===== src/rtl/decoder_scan_ctrl.sv =====
// decoder_scan_ctrl: drives a 4-to-16 LED decoder so one lit LED scans up, down or ping-pong at a prescaled rate
module decoder_scan_ctrl #(
  parameter int PRESCALE = 4,
  parameter int CNT_W = 26
) (
  input  logic       clk,
  input  logic       rst_n,
  input  logic       start,
  input  logic       stop,
  input  logic       clear,
  input  logic       step,
  input  logic [1:0] mode,
  output logic       en,
  output logic [3:0] a,
  output logic       busy,
  output logic       wrap
);
  typedef enum logic [1:0] {IDLE, RUN, PAUSE} state_t;
  state_t state, state_n;
  logic [CNT_W-1:0] pre, pre_n;
  logic [3:0] a_n, adv_a;
  logic dn, dn_n, adv_dn, adv_w, wrap_n, load, run_go, tick, adv;
  always_ff @(posedge clk or negedge rst_n) begin
    if (!rst_n) begin
      state <= IDLE;
      pre <= '0;
      a <= '0;
      dn <= 1'b0;
      en <= 1'b0;
      busy <= 1'b0;
      wrap <= 1'b0;
    end else begin
      state <= state_n;
      pre <= pre_n;
      a <= a_n;
      dn <= dn_n;
      en <= state_n != IDLE;
      busy <= state_n == RUN;
      wrap <= wrap_n;
    end
  end
  always_comb begin
    state_n = clear ? IDLE :
              stop  ? (state == RUN ? PAUSE : state) :
              start ? RUN : state;
  end
  // dn records the last sweep direction so ping-pong resumes where up/down left off
  always_comb begin
    adv_a = a;
    adv_dn = dn;
    adv_w = 1'b0;
    case (mode)
      2'b00: begin adv_a = a + 4'd1; adv_dn = 1'b0; adv_w = a == 4'd15; end
      2'b01: begin adv_a = a - 4'd1; adv_dn = 1'b1; adv_w = a == 4'd0; end
      2'b10: begin
        adv_w = dn ? a == 4'd0 : a == 4'd15;
        adv_dn = adv_w ? !dn : dn;
        adv_a = (dn ^ adv_w) ? a - 4'd1 : a + 4'd1;
      end
      default: ;
    endcase
  end
  always_comb begin
    load = state == IDLE && start && !stop && !clear;
    run_go = state == RUN && !stop && !clear;
    tick = pre == CNT_W'(PRESCALE - 1);
    adv = (run_go && tick) || (state == PAUSE && step && !start && !stop && !clear);
    pre_n = (clear || load) ? '0 : run_go ? (tick ? '0 : pre + 1'b1) : pre;
    a_n = load ? (mode == 2'b01 ? 4'd15 : 4'd0) : adv ? adv_a : a;
    dn_n = load ? mode == 2'b01 : adv ? adv_dn : dn;
    wrap_n = adv && adv_w;
  end
endmodule


===== config.mk =====
export PLATFORM = sky130hd
export DESIGN_NAME = decoder_scan_ctrl
export DESIGN_NICKNAME = d
export VERILOG_FILES = /design/src/rtl/decoder_scan_ctrl.sv
export SDC_FILE = /design/constraint.sdc
export NUM_CORES = 1
export LEC_CHECK = 0
export ABC_AREA = 1
export ABC_CLOCK_PERIOD_IN_PS = 4560
export CAP_MARGIN = 20
export CORE_MARGIN = 10
export CORE_UTILIZATION = 52
export CTS_CLUSTER_DIAMETER = 150
export CTS_CLUSTER_SIZE = 20
export DETAILED_ROUTE_END_ITERATION = 10
export GPL_TIMING_DRIVEN = 0
export PLACE_DENSITY = 0.71
export SLEW_MARGIN = 30
export SYNTH_ARGS = -nofsm -noshare
export SYNTH_HDL_FRONTEND = slang
export SYNTH_SLANG_ARGS = --single-unit

===== constraint.sdc =====
create_clock -name clk -period 4.56 [get_ports clk]
set_input_delay 1.14 -clock clk [delete_from_list [all_inputs] [get_ports clk]]
set_output_delay 1.14 -clock clk [all_outputs]
set_load 0.01 [all_outputs]

==> flow_summary.yaml <==
status:
  status: "completed"
cts:
  insertion_delay_ns: 0.29
  path_clk_slew_ns: 0.07
  hold_buffers: 0
  cts_tree: "yes"
  clockBufferDepth: 2
  cts_resized: 0
  cts_inserted_buffers: 5
  root_buffer: "clkbuf_8"
  h-tree-depth: 2
  cts_setup_buffers: 0
  cts.sinks: 36
floorplan:
  die_width_um: 90.58
  io_pins: 15
  rows: 25
  die_height_um: 90.58
  die-area_um2: 8204
  initial_utilization_pct: 54.12
  core-area_um2: 4786
placement:
  pre_cts_slack_ns: 1.704
  dp_hpwl_mm: 4.644
  port_buffers: 14
  gp_congestion: 0.8853
global_route:
  antenna_found_initial: 0
  grt_remaining_overflow: 0
  track_usage_pct: 14.51
  grt_first_pass_wirelength_mm: 10.22
  first_global_vias: 2328
  grt_max_degree: 20
drt:
  postRouteAntennaNets: 0
  viasPerCell: 5.168
  vias: 2341
  wl_mm: 5.698
  wl_per_cell_um: 12.58
  first_pass_iters: 4
  drc: 0
  dr.first_iter.drc_count: 132
sta:
  report.final.slew_viol_count: 0
  final_hold_viol_count: 0
  min_period_over_period_pct: 56.16
  tns_ns: 0
  worst_slack_ns: 1.999
  rsz0062_at_grt: "no"
  setup_viol: 0
  min_period_ns: 2.561
  max_slew_margin_pct: 69.90
  skew_ns: 0.01114
  tightest_slew_ns: 0.4515
  fmax_ghz: 0.3905
synthesis:
  syn_inst: 363
  synthTopCellsByArea: "dfrtp_1 35%, nand2_1 15%, inv_1 5.5%"
  synth_area_um2: 2590
  syn-num-nets: 379
  synthArstFlopShare_pct: 100.0
  synth_seq_area_share_pct: 34.78
  synth.distinct_cells: 35
  synth_area_leader_cell: "dfrtp_1"
  synth_warnings: 0
  ys_ff_latch: 36
  syn_area_per_cell_um2: 7.135
  synth_ff_type: "dfrtp_1"
  synth_edf_count: 0
  yosys.area.top_type_share_pct: 34.78
layout:
  finalNetCount: 401
  postLayoutCoreUtil_pct: 61.52
  synthToLayoutAreaGrowth_pct: 13.67
  fillers: 431
  multi_input_area_um2: 1465
  register_area_um2: 900.9
  drive_gt1_share_pct: 13.21
  antennaDiodeCount: 0
critical_path:
  worst-endpoint-required_ns: 4.79
  regToRegSetupSlack_ns: 2.84
  crit_fanout: 4
  crit_path_end_kind: "flip-flop"
  start_kind: "input pin"
  critPathKind: "in -> reg"
  crit_arrival_ns: 2.79
power:
  p_leak_nw: 1.407
  ir_drop_v: 0.0002577
  cellPowerDensity_nw_per_um2: 295.1
flow_run:
  cap_violations: 0
hold_path:
  hold_path.class: "reg -> reg"
==> worst paths after layout <==
path / startpoint / depth (start not counted) / endpoint
min in group asynchronous: rst_n / 1 / pre[8]$_DFFE_PN0P_
max: mode[0] / 13 / a[3]$_DFFE_PN0P_
max reg2reg: pre[0]$_DFFE_PN0P_ / 7 / pre[3]$_DFFE_PN0P_
min reg2reg: pre[25]$_DFFE_PN0P_ / 2 / pre[25]$_DFFE_PN0P_
max in group asynchronous: rst_n / 2 / pre[21]$_DFFE_PN0P_
min: pre[25]$_DFFE_PN0P_ / 2 / pre[25]$_DFFE_PN0P_
==> cell usage in the layout (no fill, tap or decap), types with 2 or more instances in the layout <==
| cell | synthesis | layout |
|---|---|---|
| nand2_1 | 105 | 105 |
| inv_1 | 38 | 38 |
| nor2_1 | 38 | 38 |
| dfrtp_1 | 36 | 36 |
| nand3_1 | 28 | 28 |
| nor3_1 | 15 | 15 |
| nand4_1 | 14 | 14 |
| clkdlybuf4s50_1 | 0 | 13 |
| xor2_1 | 12 | 12 |
| a21oi_1 | 10 | 10 |
| nor2_2 | 8 | 8 |
| ha_1 | 8 | 8 |
| inv_2 | 7 | 7 |
| nand2_2 | 7 | 7 |
| o21ai_0 | 5 | 5 |
| clkbuf_8 | 0 | 5 |
| buf_6 | 3 | 3 |
| nor3_2 | 3 | 3 |
| o21ai_1 | 3 | 3 |
| buf_2 | 1 | 2 |
| nand2_4 | 2 | 2 |
| nand3_2 | 2 | 2 |
| o31ai_1 | 2 | 2 |
| o22ai_1 | 2 | 2 |
| nor3b_2 | 2 | 2 |
==> kinds of logic after synthesis <==
kind of cell | count (synthesis) | synth area share (%)
simple gates | 231 | 42.95
buf+inv | 51 | 8.648
flops | 36 | 34.78
compound gates | 25 | 5.700
xor+xnor | 12 | 4.058
fa+ha+maj | 8 | 3.865
==> critical path: stages <==
cell,delay (ns)
clkdlybuf4s50_1,0.52
inv_1,0.07
ha_1,0.33
inv_1,0.07
nor2_1,0.18
nand2_1,0.08
nor2_1,0.08
nand2_1,0.06
nand2_1,0.06
nand2_1,0.04
nand2_1,0.06
nand2_1,0.05
nand2_1,0.05
==> cells in the mapped netlist, types with 2 or more instances <==
master   instances
nor2_1          38
nand4_1         14
buf_6            3
inv_2            7
a21oi_1         10
nor3_2           3
o21ai_0          5
nand3_1         28
nor2_2           8
nor3b_2          2
o31ai_1          2
nand2_2          7
ha_1             8
nand2_4          2
o22ai_1          2
inv_1           38
nand2_1        105
o21ai_1          3
xor2_1          12
nand3_2          2
dfrtp_1         36
nor3_1          15
==> registers in the layout (all words and copies together) (netlist names) <==
signal and cells:
busy 1, state 2, a 4, wrap 1, en 1, pre 26
dn 1
==> power breakdown <==
part	internal [mW]	switching [mW]
sequential	0.338	0.0226
combinational	0.0979	0.135
clock	0.162	0.114
total	0.598	0.271
==> final cells by class <==
cell class                      count  share of cell area [%]
Buffer                              5                   1.572
Timing Repair Buffer               15                   5.525
Multi-Input combinational cell    276                   49.77
Inverter                           46                   6.035
Tap cell                           67                   2.847
Sequential cell                    36                   30.60
Clock inverter                      2                   1.190
Clock buffer                        6                   2.465
==> stage by stage <==
stage	hold WS (ns)	power [mW]	cell area, µm²	std cells
after floorplan	0.4623	0.5150	2590	363
after global placement	0.4882	0.5933	2814	444
after detailed placement	0.5024	0.5999	2836	445
after CTS	0.5210	0.8785	2944	453
after global routing	0.5510	0.9212	2944	453
final	0.5176	0.8688	2944	453
==> routing by layer <==
metal	global-route usage (%)	routed length [µm]	share of wire, %
met4	4.244	70	1.2
met3	3.076	242	4.2
met1	16.96	2555	45
met2	25.78	2828	50
met5	0	0	0
Note: power is estimated with default switching activity, not from simulation.
